===== config.mk =====
export PLATFORM = sky130hd
export DESIGN_NAME = decode_stage
export DESIGN_NICKNAME = d
export VERILOG_FILES = /design/src/rtl/decode_stage_pkg.sv /design/src/rtl/decode_rom.sv /design/src/rtl/decode_stage.sv
export SDC_FILE = /design/constraint.sdc
export NUM_CORES = 1
export LEC_CHECK = 0
export BUFFER_PORTS_ARGS = -buffer_cell sky130_fd_sc_hd__buf_2
export CAP_MARGIN = 40
export CORE_MARGIN = 2
export CORE_UTILIZATION = 45
export CTS_CLUSTER_SIZE = 10
export DETAILED_ROUTE_END_ITERATION = 8
export PLACE_DENSITY = 0.69
export SYNTH_ARGS = -nofsm -noshare
export SYNTH_HDL_FRONTEND = slang
export SYNTH_HIERARCHICAL = 1
export SYNTH_SLANG_ARGS = --single-unit

===== constraint.sdc =====
create_clock -name clk -period 1.7 [get_ports clk]
set_input_delay 0 -clock clk [delete_from_list [all_inputs] [get_ports clk]]
set_output_delay 0 -clock clk [all_outputs]
set_load 0.02 [all_outputs]

===== src/rtl/decode_stage_pkg.sv =====
// Shared decode constants: instruction field positions, ALU control codes, the
// decode-ROM output bundle and the decode FSM state encoding. The execute-stage
// ALU imports the same ALU_* codes.
package decode_stage_pkg;

  // Instruction word fields
  localparam int unsigned OP_MSB   = 15;
  localparam int unsigned OP_LSB   = 11;
  localparam int unsigned RSRC_MSB = 10;
  localparam int unsigned RSRC_LSB = 8;
  localparam int unsigned RDST_MSB = 7;
  localparam int unsigned RDST_LSB = 5;

  // Opcodes at or above this value are illegal and decode as a NOP bubble
  localparam logic [4:0] OP_ILLEGAL_MIN = 5'd15;

  // ALU control codes
  localparam logic [3:0] ALU_NOP  = 4'd0;
  localparam logic [3:0] ALU_NOT  = 4'd1;
  localparam logic [3:0] ALU_INC  = 4'd2;
  localparam logic [3:0] ALU_DEC  = 4'd3;
  localparam logic [3:0] ALU_MOV  = 4'd4;
  localparam logic [3:0] ALU_ADD  = 4'd5;
  localparam logic [3:0] ALU_SUB  = 4'd6;
  localparam logic [3:0] ALU_AND  = 4'd7;
  localparam logic [3:0] ALU_OR   = 4'd8;
  localparam logic [3:0] ALU_SHL  = 4'd9;
  localparam logic [3:0] ALU_SHR  = 4'd10;
  localparam logic [3:0] ALU_SETC = 4'd11;
  localparam logic [3:0] ALU_CLRC = 4'd12;
  localparam logic [3:0] ALU_LDD  = 4'd13;
  localparam logic [3:0] ALU_STD  = 4'd14;

  typedef struct packed {
    logic [3:0] alu_op;
    logic       reg_wr;
    logic       mem_rd;
    logic       mem_wr;
    logic       two_word;
  } rom_out_t;

  // StOp: expecting an instruction word; StImm: expecting the trailing immediate
  typedef enum logic {StOp, StImm} state_e;

endpackage


===== src/rtl/decode_rom.sv =====
// Pure combinational opcode decoder.
// Ports:
//   op   in  5-bit opcode field
//   ctrl out {alu_op, reg_wr, mem_rd, mem_wr, two_word}
module decode_rom
  import decode_stage_pkg::*;
(
  input  logic [4:0] op,
  output rom_out_t   ctrl
);

  always_comb begin
    ctrl = '0;
    if (op < OP_ILLEGAL_MIN) begin
      ctrl.alu_op = op[3:0];
      case (op[3:0])
        ALU_NOT, ALU_INC, ALU_DEC, ALU_MOV, ALU_ADD, ALU_SUB, ALU_AND, ALU_OR,
        ALU_SHL, ALU_SHR, ALU_LDD: ctrl.reg_wr = 1'b1;
        default:                   ctrl.reg_wr = 1'b0;
      endcase
      ctrl.mem_rd = (op[3:0] == ALU_LDD);
      ctrl.mem_wr = (op[3:0] == ALU_STD);
      case (op[3:0])
        ALU_SHL, ALU_SHR, ALU_LDD, ALU_STD: ctrl.two_word = 1'b1;
        default:                            ctrl.two_word = 1'b0;
      endcase
    end
  end

endmodule


===== src/rtl/decode_stage.sv =====
// Instruction-decode pipeline stage. Takes 16-bit words from fetch, pairs
// two-word instructions with their trailing immediate, and presents a registered
// ID/EX bundle to execute under a valid/ready handshake with stall and flush.
// Ports:
//   clk, rst_n            clock, asynchronous active-low reset
//   in_valid, in_instr    fetch word; in_ready = stage accepts it this cycle
//   flush                 squash bundle and any half-received instruction
//   out_ready             execute accepts bundle (0 = stall)
//   out_valid, out_alu_op, out_rsrc, out_rdst, out_imm,
//   out_reg_wr, out_mem_rd, out_mem_wr   registered ID/EX bundle
module decode_stage
  import decode_stage_pkg::*;
#(
  parameter int unsigned N    = 16,
  parameter int unsigned RA_W = 3
) (
  input  logic            clk,
  input  logic            rst_n,
  input  logic            in_valid,
  input  logic [N-1:0]    in_instr,
  output logic            in_ready,
  input  logic            flush,
  input  logic            out_ready,
  output logic            out_valid,
  output logic [3:0]      out_alu_op,
  output logic [RA_W-1:0] out_rsrc,
  output logic [RA_W-1:0] out_rdst,
  output logic [N-1:0]    out_imm,
  output logic            out_reg_wr,
  output logic            out_mem_rd,
  output logic            out_mem_wr
);

  state_e          state_q, state_d;
  rom_out_t        rom_ctrl;
  rom_out_t        held_ctrl_q, held_ctrl_d;
  logic [RA_W-1:0] held_rsrc_q, held_rsrc_d;
  logic [RA_W-1:0] held_rdst_q, held_rdst_d;

  logic            valid_q, valid_d;
  logic [3:0]      alu_q, alu_d;
  logic [RA_W-1:0] rsrc_q, rsrc_d;
  logic [RA_W-1:0] rdst_q, rdst_d;
  logic [N-1:0]    imm_q, imm_d;
  logic            reg_wr_q, reg_wr_d;
  logic            mem_rd_q, mem_rd_d;
  logic            mem_wr_q, mem_wr_d;
  logic            accept;

  decode_rom u_decode_rom (
    .op   (in_instr[OP_MSB:OP_LSB]),
    .ctrl (rom_ctrl)
  );

  assign in_ready = (!valid_q || out_ready) && !flush;
  assign accept   = in_valid && in_ready;

  always_comb begin
    state_d     = state_q;
    held_ctrl_d = held_ctrl_q;
    held_rsrc_d = held_rsrc_q;
    held_rdst_d = held_rdst_q;
    valid_d     = valid_q;
    alu_d       = alu_q;
    rsrc_d      = rsrc_q;
    rdst_d      = rdst_q;
    imm_d       = imm_q;
    reg_wr_d    = reg_wr_q;
    mem_rd_d    = mem_rd_q;
    mem_wr_d    = mem_wr_q;

    if (flush) begin
      valid_d     = 1'b0;
      state_d     = StOp;
      held_ctrl_d = '0;
    end else begin
      // Bundle consumed; a load below may replace it in the same cycle
      if (valid_q && out_ready) valid_d = 1'b0;
      if (accept) begin
        unique case (state_q)
          StOp: begin
            if (rom_ctrl.two_word) begin
              held_ctrl_d = rom_ctrl;
              held_rsrc_d = in_instr[RSRC_MSB:RSRC_LSB];
              held_rdst_d = in_instr[RDST_MSB:RDST_LSB];
              state_d     = StImm;
            end else begin
              valid_d  = 1'b1;
              alu_d    = rom_ctrl.alu_op;
              rsrc_d   = in_instr[RSRC_MSB:RSRC_LSB];
              rdst_d   = in_instr[RDST_MSB:RDST_LSB];
              imm_d    = '0;
              reg_wr_d = rom_ctrl.reg_wr;
              mem_rd_d = rom_ctrl.mem_rd;
              mem_wr_d = rom_ctrl.mem_wr;
            end
          end
          StImm: begin
            valid_d  = 1'b1;
            alu_d    = held_ctrl_q.alu_op;
            rsrc_d   = held_rsrc_q;
            rdst_d   = held_rdst_q;
            imm_d    = in_instr;
            reg_wr_d = held_ctrl_q.reg_wr;
            mem_rd_d = held_ctrl_q.mem_rd;
            mem_wr_d = held_ctrl_q.mem_wr;
            state_d  = StOp;
          end
        endcase
      end
    end
  end

  always_ff @(posedge clk or negedge rst_n) begin
    if (!rst_n) begin
      state_q     <= StOp;
      held_ctrl_q <= '0;
      held_rsrc_q <= '0;
      held_rdst_q <= '0;
      valid_q     <= 1'b0;
      alu_q       <= ALU_NOP;
      rsrc_q      <= '0;
      rdst_q      <= '0;
      imm_q       <= '0;
      reg_wr_q    <= 1'b0;
      mem_rd_q    <= 1'b0;
      mem_wr_q    <= 1'b0;
    end else begin
      state_q     <= state_d;
      held_ctrl_q <= held_ctrl_d;
      held_rsrc_q <= held_rsrc_d;
      held_rdst_q <= held_rdst_d;
      valid_q     <= valid_d;
      alu_q       <= alu_d;
      rsrc_q      <= rsrc_d;
      rdst_q      <= rdst_d;
      imm_q       <= imm_d;
      reg_wr_q    <= reg_wr_d;
      mem_rd_q    <= mem_rd_d;
      mem_wr_q    <= mem_wr_d;
    end
  end

  assign out_valid  = valid_q;
  assign out_alu_op = alu_q;
  assign out_rsrc   = rsrc_q;
  assign out_rdst   = rdst_q;
  assign out_imm    = imm_q;
  assign out_reg_wr = reg_wr_q;
  assign out_mem_rd = mem_rd_q;
  assign out_mem_wr = mem_wr_q;

endmodule


After elaboration in Yosys (flattened, before gate mapping)
Memories as Yosys holds them, arrays and structs flattened.
Cells that the tools add are included.

word-level totals
  output and inout bits = 31
  memories = 1
  input port bits = 21
  ROM bits = 16
  register bits = 44
  word-level logic and storage cells = 66

memory list
  name              words  width  read ports  clocked after Yosys merged registers in  wr ports  line              RTL
  (name not given)  16     1      1           0                                        0         decode_rom.sv:16  case (op[3:0])

cells by class
  equality and inequality tests = 6
  bitwise operators = 2
  reduce and logical (&&, ||, !) cells = 12
  muxes and demuxes = 29
  order comparisons = 1

operators by type and width
  operator                                                               number
  8-bit 2-to-1 mux                                                       5
  16-bit case mux with 2 select lines                                    1
  4-bit equality test (second input constant)                            4
  16-bit 2-to-1 mux                                                      1
  3-bit case mux with 2 select lines                                     2
  1-bit 2-to-1 mux                                                       11
  1-bit case mux with 2 select lines                                     5
  4-bit case mux with 2 select lines                                     1
  3-bit 2-to-1 mux                                                       2
  3-bit AND reduction                                                    2
  5-bit by 4-bit < comparator with 1-bit output (second input constant)  1
  4-bit 2-to-1 mux                                                       1
  2-bit != test (second input constant)                                  2
  4-bit AND reduction                                                    1
  2-bit nonzero test                                                     2
  4-bit OR reduction                                                     1
  1-bit logical AND                                                      3
  1-bit zero test                                                        2
  1-bit NOT                                                              2
  1-bit logical OR                                                       1

Logic depth before layout (Yosys ltp)
  depth after elaboration = 8
  depth in mapped cells = 8
  depth with buffers taken out = 5

Hierarchy
The synthesis kept the hierarchy.

modules (own cells, without submodules)
  module        area each (µm²)  instances  seq. area each (µm²)  cells each
  decode_stage  1955.6           1          1101.1                128
  decode_rom    120.1            1          0.0                   17

Worst setup path after synthesis
No wires, ideal clock.

  path type = register to register
  start point = reg valid_q, in the netlist out_valid
  end point = reg imm_q[10], in the netlist out_imm[10]
  cell stages (with the launch flop) = 6
  library setup time = 0.121 ns
  period minus slack after synthesis = 1.328 ns
  data arrival time = 1.207 ns
  required time = 1.579 ns
  path slack = 0.372 ns
  path buffers = 2
  path through = dfrtp_1 > nand2b_4 > and3_1 > buf_2 > buf_4 > a22o_1

on the way
  cells in the longest elaborated chain, start to end = 5

ends and longest elaborated chain
  element                        line                 RTL
  start: declaration             decode_stage.sv:40   logic valid_q, valid_d;
  start signal: assignment       decode_stage.sv:133  valid_q <= valid_d;
  1-bit zero test                decode_stage.sv:55   assign in_ready = (!valid_q || out_ready) && !flush;
  1-bit logical OR               decode_stage.sv:55
  1-bit logical AND              decode_stage.sv:55
  1-bit logical AND              decode_stage.sv:56   assign accept = in_valid && in_ready;
  3-bit AND reduction (no line)  n/a
  end signal: assignment         decode_stage.sv:137  imm_q <= imm_d;
  end: declaration               decode_stage.sv:44   logic [N-1:0] imm_q, imm_d;

No other way between the ends.
A chain may end at the register's enable or synchronous reset.

Final worst setup path
  start point = in in_valid
  end point = reg imm_q[14], in the netlist out_imm[14]

on the way
  cells in the longest elaborated chain, start to end = 2

ends and longest elaborated chain
  element                        line                RTL
  start: declaration             decode_stage.sv:19  input logic in_valid,
  1-bit logical AND              decode_stage.sv:56
  3-bit AND reduction (no line)  n/a

No other way between the ends.

==> metrics <==
# diodes 0; Async SR Flop Fraction 100%; Reg power frac 52.1%; post-layout instance area 2570 um^2; Vias/cell 5.37; setup TNS 0 ns; fraction of layout cells with a size suffix above 1 51.2%; final period utilization 88.2%; Filler cells 350; H-tree depth 2; WL/cell 17.0 um; Data required, critical path 1.92 ns; R2R Path End out_rdst[1]$_DFFE_PN0P_; highest-count cells in the layout ignoring fill and taps buf_2 (51), dfrtp_1 (44), mux2_2 (26); final hold vios 0; port bufs 51; fin nets 231; Tot GR Track Use 19.0%; antenna violations before repair 0; Slew Viols, Final 0; worst-path cell chain dlygate4sd3_1, buf_2, nor2b_4, and3_1, a22o_1; Post-synth EDFFs 0; Worst setup SP type input pin; gr ovfl total 0; drt drc 0; Root Buffer clkbuf_8; Die Height 71.9 um; Buf+Inv Stages, Crit Path 2; RSZ-0062 raised after global routing false; Yosys top cell by area dfrtp_1; Gate power share 20.3%; switching share of power 28.0%; hold path endpoint out_imm[15]$_DFFE_PN0P_; Mean Syn Cell Area 14.3 um^2; Mapped Cells 145; routed via count 1,413; prevailing post-synth register cell dfrtp_1; clock power share 27.6%; sequential area share after synthesis 53.0%; Reg2Reg Depth 3; TritonCTS clock tree built; largest net degree at the start of global routing 22; Setup Buffers After CTS 0; DRT iter0 DRCs 61; Worst Tran Pin Value 0.661 ns; worst min-delay path category in -> reg; HP Start in_instr[15]; CP max FO 16; WL final 4480 um; Top delay family on crit path simple AND/OR/NAND/NOR gates; synth top area cells dfrtp_1 (53%), mux2_2 (14%), mux2_4 (10%), a22o_1 (6.8%), buf_6 (2.7%); CP arrival 1.72 ns; Worst path max stage delay 0.61 ns; area delta synth->final 23.9%; Final Util 58.6%; starting density of the core 47.3%; top cell type's share of synthesized area 53.0%; most common cell after layout, fill and taps aside buf_2; Max stage delay cell, worst path and3_1; clk buf depth 2; Clk pin slew, worst setup/hold paths 0.08 ns; maxcap violations 0; Synth Register Bits 44; std cell rows 24; Synthesized Nets 166; DP HPWL 3230 um; cts bufs inserted 5; hold depth 2; Clock Sinks 44; Max Clk Rate 667 MHz; Chip Width 71.9 um; synthesized area 2080 um^2; worst r2r src state_q$_DFFE_PN0P_; placed instance area 2350 um^2; Peak VDD IR 0.000701 V; slew margin rel. 55.9%; Reg2Reg Setup Slack 0.23 ns; worst skew pair latency 0.29 ns; Setup CP Type in -> reg; antenna viol nets, final 0; io pins 52; post-cts resize count 0; vias in the first global route 1,470; final setup fails 0; Worst Skew 0.0109 ns; gp weighted congestion 0.733; Synth Warn # 6; total iterations of the first detailed-routing run 4; P_int 1670 uW; Net Sw Power 650 uW; Pwr per Cell Area 903 nW/um^2; Worst Setup End Kind register; status complete, no violations; Leakage 0.00134 uW; post-layout min period 1.50 ns; die area 5170 um^2; CORE AREA 4380 um^2; synth unique cells 25; first-pass GRT wire length 7520 um
## layer usage
metal  up-vias  global-route usage, %  part of all wire (%)
met5         -                      0                     0
met4         0                   6.29                   1.5
met3         7                   4.03                   5.4
met2        47                   30.6                    48
met1       707                   25.9                    45
li1        652                      -                     -
## logic make-up after synthesis
group	after synthesis	share of synthesized area [%]
DFF	44	53.0
muxes	40	24.2
xor gates and xnor gates	1	0.422
buffers and inverters	15	5.18
AOI/OAI and AO/OA	23	9.34
and+or+nand+nor	22	7.78
## power by group through the flow
stage | Sequential (uW) | Combinational (uW) | Clock [uW]
CTS | 1210 | 478 | 651
floorplan | 1300 | 214 | 0
global route | 1220 | 508 | 709
finish | 1210 | 472 | 641
global placement | 1220 | 439 | 0
detailed placement | 1230 | 453 | 0
## cells in the mapped netlist, types with 2 or more instances
cell type / n
nor2_1: 3
a22o_1: 16
buf_6: 5
mux2_4: 14
dfrtp_1: 44
a311oi_1: 3
inv_1: 4
mux2_2: 26
nor4_1: 3
nor2b_1: 8
nand2b_1: 2
buf_2: 2
buf_4: 3
## what timing repair did
item	4_1_cts	5_1_grt
hold endpoints to repair	62	0
endpoints found under the setup margin	0	0
hold buffers	13	0
## worst max-delay path by stage
stage / start / endpoint / slack (ns) / depth (start not counted)
after CTS: in_valid / out_imm[14]$_DFFE_PN0P_ / 0.23 / 5
after global routing: in_valid / out_imm[15]$_DFFE_PN0P_ / 0.16 / 5
after detailed placement: in_instr[15] / out_rdst[1]$_DFFE_PN0P_ / 0.18 / 7
after floorplan: out_valid$_DFF_PN0_ / out_imm[10]$_DFFE_PN0P_ / 0.37 / 5
after global placement: in_instr[15] / held_rsrc_q[2]$_DFFE_PN0P_ / 0.27 / 5
final: in_valid / out_imm[14]$_DFFE_PN0P_ / 0.20 / 5
## state kept, by name, summed over array words and instances, names as in the netlist
register	flops
out_reg_wr	1
held_rdst_q	3
held_rsrc_q	3
out_rsrc	3
out_mem_rd	1
held_ctrl_q	7
out_rdst	3
state_q	1
out_imm	16
out_alu_op	4
out_valid	1
out_mem_wr	1
## per-stage QoR
stage	total power (uW)	std cells	hold slack, ns	setup WS, ns
after detailed placement	1680	242	-0.0662	0.183
after global placement	1660	242	-0.0694	0.270
after floorplan	1520	145	-0.296	0.372
final	2320	263	0.0408	0.201
after CTS	2340	263	0.0353	0.230
after global routing	2440	263	0.0551	0.155
## cell type report
class	instances	area (um^2)	share of cell area (%)
Clock buffer	5	68.8	2.68
Clock inverter	3	18.8	0.730
Inverter	4	15.0	0.584
Multi-Input combinational cell	86	867	33.7
Sequential cell	44	1100	42.8
Tap cell	52	65.1	2.53
Timing Repair Buffer	69	435	16.9
Note: power is estimated with default switching activity, not from simulation.
